### config.mk
export PLATFORM = sky130hd
export DESIGN_NAME = operand_fetch
export DESIGN_NICKNAME = d
export VERILOG_FILES = /design/src/rtl/operand_fetch_pkg.sv /design/src/rtl/operand_fetch_reg_file.sv /design/src/rtl/operand_fetch.sv
export SDC_FILE = /design/constraint.sdc
export NUM_CORES = 2
export LEC_CHECK = 0
export CELL_PAD_IN_SITES_DETAIL_PLACEMENT = 0
export CELL_PAD_IN_SITES_GLOBAL_PLACEMENT = 1
export CORE_MARGIN = 2
export CORE_UTILIZATION = 45
export DETAILED_ROUTE_END_ITERATION = 12
export PLACE_DENSITY = 0.81
export SLEW_MARGIN = 10
export SYNTH_ARGS = -nofsm -noshare
export SYNTH_HDL_FRONTEND = slang
export SYNTH_SLANG_ARGS = --single-unit
### constraint.sdc
create_clock -name clk -period 3.6 [get_ports clk]
set_input_delay 0.72 -clock clk [delete_from_list [all_inputs] [get_ports clk]]
set_output_delay 0.72 -clock clk [all_outputs]
set_load 0.05 [all_outputs]
### src/rtl/operand_fetch_pkg.sv
// Shared ALU definitions: datapath widths, register-file geometry, ALU
// opcode encodings and the operand-fetch occupancy states.
package operand_fetch_pkg;

  localparam int unsigned XLEN = 32;
  localparam int unsigned NREG = 32;
  localparam int unsigned RAW  = $clog2(NREG);
  localparam int unsigned OPW  = 4;

  typedef enum logic [OPW-1:0] {
    alu_add  = 4'd0,
    alu_sub  = 4'd1,
    alu_and  = 4'd2,
    alu_or   = 4'd3,
    alu_xor  = 4'd4,
    alu_sll  = 4'd5,
    alu_srl  = 4'd6,
    alu_sra  = 4'd7,
    alu_slt  = 4'd8,
    alu_sltu = 4'd9
  } alu_op_e;

  // Whether the output slot toward the ALU currently holds an instruction.
  typedef enum logic {
    of_empty = 1'b0,
    of_full  = 1'b1
  } of_state_e;

  // A writeback that really lands in the register file and targets addr.
  function automatic logic wb_hits(input logic we, input logic [RAW-1:0] waddr,
                                   input logic [RAW-1:0] addr);
    return we && (waddr != '0) && (waddr == addr);
  endfunction

endpackage

### src/rtl/operand_fetch_reg_file.sv
// reg_file_2r1w: NREG x XLEN register file, two combinational read ports
// with write-to-read bypass, one synchronous write port, async active-low
// clear. Register 0 reads as zero and ignores writes.
//   clk, rst_n        clock / async active-low clear
//   we, waddr, wdata  write port (takes effect on rising clk)
//   raddrN, rdataN    combinational read ports (N = 1, 2)
module reg_file_2r1w #(
  parameter int unsigned XLEN = operand_fetch_pkg::XLEN,
  parameter int unsigned NREG = operand_fetch_pkg::NREG,
  parameter int unsigned AW   = operand_fetch_pkg::RAW
) (
  input  logic            clk,
  input  logic            rst_n,
  input  logic            we,
  input  logic [AW-1:0]   waddr,
  input  logic [XLEN-1:0] wdata,
  input  logic [AW-1:0]   raddr1,
  output logic [XLEN-1:0] rdata1,
  input  logic [AW-1:0]   raddr2,
  output logic [XLEN-1:0] rdata2
);
  import operand_fetch_pkg::*;

  logic [NREG-1:0][XLEN-1:0] mem;

  always_ff @(posedge clk or negedge rst_n) begin
    if (!rst_n) begin
      mem <= '0;
    end else if (we && (waddr != '0)) begin
      mem[waddr] <= wdata;
    end
  end

  // Same-cycle writeback is forwarded so a reader never sees the stale value.
  always_comb begin
    rdata1 = '0;
    if (raddr1 != '0) begin
      rdata1 = wb_hits(we, waddr, raddr1) ? wdata : mem[raddr1];
    end
  end

  always_comb begin
    rdata2 = '0;
    if (raddr2 != '0) begin
      rdata2 = wb_hits(we, waddr, raddr2) ? wdata : mem[raddr2];
    end
  end

endmodule

### src/rtl/operand_fetch.sv
// operand_fetch: decode-to-ALU stage. Reads two source operands (with
// writeback bypass), registers them together with rd/opcode behind a
// single-entry valid/ready slot, and keeps held operands coherent with
// writebacks while the ALU stalls.
//   in_valid/in_ready     upstream handshake
//   rs1_addr, rs2_addr    source register addresses
//   rd_addr_in, op_in     passed through to rd_addr_out, op_out
//   wb_en/wb_addr/wb_data register writeback port
//   flush                 discard held and incoming instruction
//   out_valid/out_ready   ALU handshake; rs1, rs2 operand values
module operand_fetch #(
  parameter int unsigned XLEN = operand_fetch_pkg::XLEN,
  parameter int unsigned NREG = operand_fetch_pkg::NREG,
  parameter int unsigned OPW  = operand_fetch_pkg::OPW
) (
  input  logic                    clk,
  input  logic                    rst_n,
  input  logic                    in_valid,
  output logic                    in_ready,
  input  logic [$clog2(NREG)-1:0] rs1_addr,
  input  logic [$clog2(NREG)-1:0] rs2_addr,
  input  logic [$clog2(NREG)-1:0] rd_addr_in,
  input  logic [OPW-1:0]          op_in,
  input  logic                    wb_en,
  input  logic [$clog2(NREG)-1:0] wb_addr,
  input  logic [XLEN-1:0]         wb_data,
  input  logic                    flush,
  output logic                    out_valid,
  input  logic                    out_ready,
  output logic [XLEN-1:0]         rs1,
  output logic [XLEN-1:0]         rs2,
  output logic [$clog2(NREG)-1:0] rd_addr_out,
  output logic [OPW-1:0]          op_out
);
  import operand_fetch_pkg::*;

  localparam int unsigned AW = $clog2(NREG);

  of_state_e       state, state_next;
  logic            capture, stall;
  logic [AW-1:0]   held_rs1, held_rs2;
  logic [AW-1:0]   raddr1, raddr2;
  logic [XLEN-1:0] rdata1, rdata2;

  assign out_valid = (state == of_full);
  assign in_ready  = !out_valid || out_ready;
  assign capture   = in_valid && in_ready && !flush;
  assign stall     = out_valid && !out_ready;

  // While stalled the read ports look at the held addresses, so reloading
  // from them each cycle picks up any matching writeback via the bypass.
  assign raddr1 = stall ? held_rs1 : rs1_addr;
  assign raddr2 = stall ? held_rs2 : rs2_addr;

  reg_file_2r1w #(
    .XLEN (XLEN),
    .NREG (NREG),
    .AW   (AW)
  ) u_rf (
    .clk    (clk),
    .rst_n  (rst_n),
    .we     (wb_en),
    .waddr  (wb_addr),
    .wdata  (wb_data),
    .raddr1 (raddr1),
    .rdata1 (rdata1),
    .raddr2 (raddr2),
    .rdata2 (rdata2)
  );

  always_ff @(posedge clk or negedge rst_n) begin
    if (!rst_n) begin
      state <= of_empty;
    end else begin
      state <= state_next;
    end
  end

  always_comb begin
    state_next = state;
    if (flush) begin
      state_next = of_empty;
    end else if (capture) begin
      state_next = of_full;
    end else if (out_ready) begin
      state_next = of_empty;
    end
  end

  always_ff @(posedge clk or negedge rst_n) begin
    if (!rst_n) begin
      rs1         <= '0;
      rs2         <= '0;
      held_rs1    <= '0;
      held_rs2    <= '0;
      rd_addr_out <= '0;
      op_out      <= '0;
    end else if (capture) begin
      rs1         <= rdata1;
      rs2         <= rdata2;
      held_rs1    <= rs1_addr;
      held_rs2    <= rs2_addr;
      rd_addr_out <= rd_addr_in;
      op_out      <= op_in;
    end else if (stall) begin
      rs1 <= rdata1;
      rs2 <= rdata2;
    end
  end

endmodule

## After elaboration in Yosys (flattened, before gate mapping)

Cells that the tools add are included.

- Flip-flop bits (word level): 1108
- Bits of input ports: 62
- Word-level logic and storage cells: 81

- Order comparisons: 4
- Eq/ne operators: 2
- Muxes and demuxes: 20
- Reduce and logical (&&, ||, !) cells: 16

Operator list:

| cell | number |
|---|---|
| $bwmux 1024 | 1 |
| $mux 32 | 11 |
| $bmux 32 s5 | 2 |
| $demux 32 s5 | 1 |
| $lt 5x6->1 const B | 3 |
| $reduce_bool 5->1 | 3 |
| $eq 5x5->1 | 2 |
| $mux 5 | 2 |
| $logic_and 1x1->1 | 7 |
| $ge 5x1->1 const B | 1 |
| $logic_not 1->1 | 3 |
| $mux 1 | 3 |
| $reduce_bool 3->1 | 1 |
| $reduce_bool 2->1 | 1 |
| $logic_or 1x1->1 | 1 |

## Longest topological paths before layout

- Word-level depth: 9
- Depth in mapped cells: 13
- Mapped depth without buffers: 8

## Cells and area by module

From an unflattened synthesis, not the netlist that was laid out.

- Cell total of the unflattened synthesis: 4150
- Area, all modules: 59115.4 um2

Modules (own cells, without submodules):

| module | times used | cells each | area each (um2) | sequential area each (um2) |
|---|---|---|---|---|
| reg_file_2r1w | 1 | 3958 | 55753.5 | 25624.6 |
| operand_fetch | 1 | 192 | 3362.0 | 2102.0 |

## Worst setup path after synthesis

No wires, ideal clock.

- Kind: reg-to-reg
- From: reg state, in the netlist out_valid
- To: reg held_rs1[3]
- Data arrival time: 2.859 ns
- Data required time: 3.475 ns
- Setup slack: 0.617 ns
- Stages on the path, launching flop included: 10
- Buffers on the path: 5
- Period minus slack after synthesis: 2.983 ns
- Cell sequence: dfrtp_1 nor2b_2 buf_6 buf_12 inv_2 buf_6 buf_1 nand2_1 clkbuf_1 mux2_2

- Cells in the longest elaborated chain, start to end: 4

Ends and longest elaborated chain:

| item | RTL line | text |
|---|---|---|
| start: declaration | operand_fetch.sv:39 | `of_state_e state, state_next;` |
| start signal: assignment | operand_fetch.sv:73 | `state <= of_empty;` |
| start signal: assignment | operand_fetch.sv:75 | `state <= state_next;` |
| $logic_not 1->1 | operand_fetch.sv:46 | `assign in_ready = !out_valid \|\| out_ready;` |
| $logic_or 1x1->1 | operand_fetch.sv:46 |  |
| named net in_ready | operand_fetch.sv:19 | `output logic in_ready,` |
| $logic_and 1x1->1 (2 in series) | operand_fetch.sv:47 | `assign capture = in_valid && in_ready && !flush;` |
| end signal: assignment | operand_fetch.sv:101 | `held_rs1 <= rs1_addr;` |
| end: declaration | operand_fetch.sv:41 | `logic [AW-1:0] held_rs1, held_rs2;` |

The timed path passes the listed nets, and every way through them passes these cells.
A chain may end at the register's enable or synchronous reset.

## Worst setup path after layout

- From: reg state, in the netlist out_valid
- To: reg rs1[12]

- Cells in the longest elaborated chain, start to end: 8
- Elaborated cells between the ends (all ways): 16

Ends and longest elaborated chain:

| item | RTL line | text |
|---|---|---|
| $logic_and 1x1->1 | operand_fetch.sv:48 | `assign stall = out_valid && !out_ready;` |
| $mux 5 | operand_fetch.sv:52 | `assign raddr1 = stall ? held_rs1 : rs1_addr;` |
| $bmux 32 s5 or $eq 5x5->1 (tied branches) | operand_fetch_reg_file.sv:38, operand_fetch_pkg.sv:32 |  |
| $mux 32 (not written as such) or $logic_and 1x1->1 (tied branches) | operand_fetch_reg_file.sv:38, operand_fetch_pkg.sv:32 |  |
| $mux 32 | operand_fetch_reg_file.sv:38 | `rdata1 = wb_hits(we, waddr, raddr1) ? wdata : mem[raddr1];` |
| $mux 32 | operand_fetch_reg_file.sv:37 | `if (raddr1 != '0) begin` |
| $mux 32 | operand_fetch.sv:105 | `end else if (stall) begin` |
| $mux 32 | operand_fetch.sv:98 | `end else if (capture) begin` |
| end signal: assignment | operand_fetch.sv:99 | `rs1 <= rdata1;` |
| end signal: assignment | operand_fetch.sv:106 | `rs1 <= rdata1;` |
| end: declaration | operand_fetch.sv:30 | `output logic [XLEN-1:0] rs1,` |

Parallel ways exist; a longest one is shown, timed or not. The select of a mux whose other input is x is not followed.

==> results.sh <==
export IMPL_status="finished clean"
export IMPL_skew_ns=0.04121
export IMPL_finalMaxSlewViolations=0
export IMPL_ys_warn_count=0
export IMPL_grt_max_degree=99
export IMPL_slew_headroom_pct=23.10
export IMPL_ys_types=60
export IMPL_grt_pass1_wl_um=314000
export IMPL_worst_pin_slew_ns=1.150
export IMPL_cp_top_family="simple AND/OR/NAND/NOR gates"
export IMPL_vias=48542
export IMPL_finalCritPeriodShare_pct=85.66
export IMPL_hold_path_end="u_rf.mem[3]"
export IMPL_comb_power_share_pct=24.1
export IMPL_worstSkewPairLatency_ns=0.77
export IMPL_htreeDepth=3
export IMPL_grt_util_all_layers_pct=30.63
export IMPL_viasPerCell=6.340
export IMPL_drt_initial_drc_count=5916
export IMPL_pin_count=137
export IMPL_first_pass_iters=8
export IMPL_synth_nets=5721
export IMPL_cpMaxStageDelayCell="mux2_8"
export IMPL_yosysTopAreaCellShare_pct=46.66
export IMPL_hold_class="reg -> reg"
export IMPL_wirelength_um=211000
export IMPL_cts_tree="yes"
export IMPL_clk_pin_slew_ns=0.06
export IMPL_synthCells=5659
export IMPL_rsz0062_at_grt="false"
export IMPL_fill_cells=11304
export IMPL_ys_ff_latch=1108
export IMPL_ys_top_cells_by_count="1108 x dfrtp_1, 1017 x mux2_2, 849 x nand2_1, 489 x mux2i_1, 353 x clkbuf_1"
export IMPL_yosysSeqAreaShare_pct=46.66
export IMPL_swShare_pct=31.71
export IMPL_leakagePower_nw=30.98
export IMPL_cp_start_kind="flip-flop"
export IMPL_layout_min_cycle_time_ns=3.084
export IMPL_syn_to_final_growth_pct=18.33
export IMPL_required_ns=4.23
export IMPL_cp_arrival_ns=3.71
export IMPL_ant_nets=0
export IMPL_routabilityCongestion=0.8819
export IMPL_first_global_vias=47666
export IMPL_pwr_share_clk_pct=32.8
export IMPL_drc_errors=0
export IMPL_overflow=0
export IMPL_final_util_pct=53.55
export IMPL_p_int_mw=26.69
export IMPL_r2r_slack_ns=0.52
export IMPL_synth_edf_count=0
export IMPL_dp_hpwl_um=126500
export IMPL_numCtsBuffers=118
export IMPL_yosysMostFrequentCell="dfrtp_1"
export IMPL_hold_slack_ns=0.4016
export IMPL_core_mm2=0.1313
export IMPL_r2r_end="rs1[12]"
export IMPL_power_switching_mw=12.39
export IMPL_die_y_um=367.4
export IMPL_netlist_top_cells_area="dfrtp_1 47%, mux2_2 19%, mux2i_1 8.2%"
export IMPL_placed_area_mm2=0.06620
export IMPL_power_density_mw_per_mm2=555.9
export IMPL_critical_path_max_stage_delay_ns=0.55
export IMPL_vdd_drop_max_mv=0.4792
export IMPL_report_final_setup_viol=0
export IMPL_synth_area_per_cell_um2=10.50
export IMPL_start_util_pct=45.25
export IMPL_power_frac_seq_pct=43.1
export IMPL_seq_area_mm2=0.02773
export IMPL_nets=5859
export IMPL_die_area_mm2=0.1350
export IMPL_end_kind="flip-flop"
export IMPL_whs_path_depth=0
export IMPL_worstPathMaxFanout=23
export IMPL_min_delay_start="u_rf.mem[3]"
export IMPL_fmax_mhz=324.3
export IMPL_synth_largest_area_cell="dfrtp_1"
export IMPL_clk_path_buf_depth=3
export IMPL_reg2regPathDepth=9
export IMPL_antenna_found_initial=3
export IMPL_path_cells="nor2b_4, mux2_8, buf_12, mux2i_1, o22ai_1, nor4_1, buf_4, nor3_1, or3_1"
export IMPL_hold_viol=0
export IMPL_root_buffer="clkbuf_16"
export IMPL_r2r_start="out_valid"
export IMPL_critPathBufInv=2
export IMPL_multi_input_area_mm2=0.02947
export IMPL_synthArstFlopShare_pct=100.0
export IMPL_critPathKind="reg -> reg"
export IMPL_design_area_mm2=0.07031
export IMPL_synth_area_mm2=0.05942
export IMPL_drive_gt1_share_pct=29.72
export IMPL_power_mw=39.09
export IMPL_num_rows=133
export IMPL_cap_violations=0
export IMPL_ys_flop_type="dfrtp_1"
export IMPL_die_w_um=367.4
export IMPL_wl_per_cell_um=27.55
export IMPL_cts_sinks=1108
export IMPL_portBuffers=136
stage by stage:
step	setup slack, ns	setup TNS (ns)	std cells
finish	0.5161	0	7657
global route	0.4146	0	7656
CTS	0.5550	0	7656
detailed placement	-0.1735	-2.978	7431
global placement	-0.1407	-1.668	7431
floorplan	0.6168	0	5659
final cells by class:
class	count	area share (%)
Antenna cell	1	0.003559
Clock buffer	183	5.118
Clock inverter	41	0.7083
Inverter	8	0.04271
Multi-Input combinational cell	3966	41.91
Sequential cell	1108	39.44
Tap cell	1755	3.123
Timing Repair Buffer	595	9.656
per-layer routing:
| metal | up-vias | share of wire [%] | global-route usage, % |
|---|---|---|---|
| met4 | 2 | 4.6 | 13.70 |
| met3 | 542 | 8.9 | 5.748 |
| met5 | - | 0.0062 | 0 |
| li1 | 20728 | - | - |
| met2 | 2539 | 45 | 47.88 |
| met1 | 24731 | 41 | 41.40 |
logic make-up after synthesis:
family	after synthesis	share of synthesized area [%]
compound gates	880	9.687
xor+xnor	13	0.1916
buf+inv	585	4.252
flops	1108	46.66
mux	1516	27.85
simple gates	1557	11.35
sequential cells by signal, summed over array words and instances, names as in the netlist:
name and count:
held_rs1 5, rd_addr_out 5, held_rs2 5, rs1 32, op_out 4, u_rf.mem 1024, out_valid 1, rs2 32
power by group through the flow:
stage                     logic [mW]  clock network, mW  registers [mW]
after global placement          9.12                  0            16.8
final                           9.41               12.8            16.9
after CTS                       9.35               12.9            16.8
after floorplan                 5.60                  0            16.9
after detailed placement        9.30                  0            17.0
after global routing            10.1               13.5            17.1
how the worst max path moves through the flow:
stage | start | cells past startpoint | endpoint
6_report | out_valid | 9 | rs1[12]
5_1_grt | out_valid | 9 | rs1[12]
4_1_cts | out_valid | 11 | rs2[27]
3_5_place_dp | out_ready | 12 | rs2[27]
3_3_place_gp | out_ready | 12 | rs2[27]
2_1_floorplan | out_valid | 9 | held_rs1[3]
placed cells by master (no fill, tap or decap), types with 15 or more instances in the layout:
master / n
nand2_1: 834
a22o_1: 48
clkbuf_8: 38
a21oi_1: 254
mux2i_1: 486
a32oi_1: 34
clkdlybuf4s50_1: 134
clkbuf_16: 119
clkbuf_1: 26
nor3_1: 102
or3_1: 50
nor4_1: 125
nor2_1: 223
buf_12: 158
o21ai_0: 127
a31oi_1: 111
nand3_1: 151
dfrtp_1: 1108
o22ai_1: 130
clkinv_2: 24
nand2_2: 15
a22oi_1: 16
mux2_2: 1017
buf_4: 301
a221oi_1: 108
repair_timing:
| item | CTS | global route |
|---|---|---|
| gates resized for setup | 0 | 0 |
| setup buffers | 0 | 0 |
| hold buffers | 1 | 0 |
| endpoints found under the hold margin | 40 | 0 |
Power figures use the tool's default switching activity.
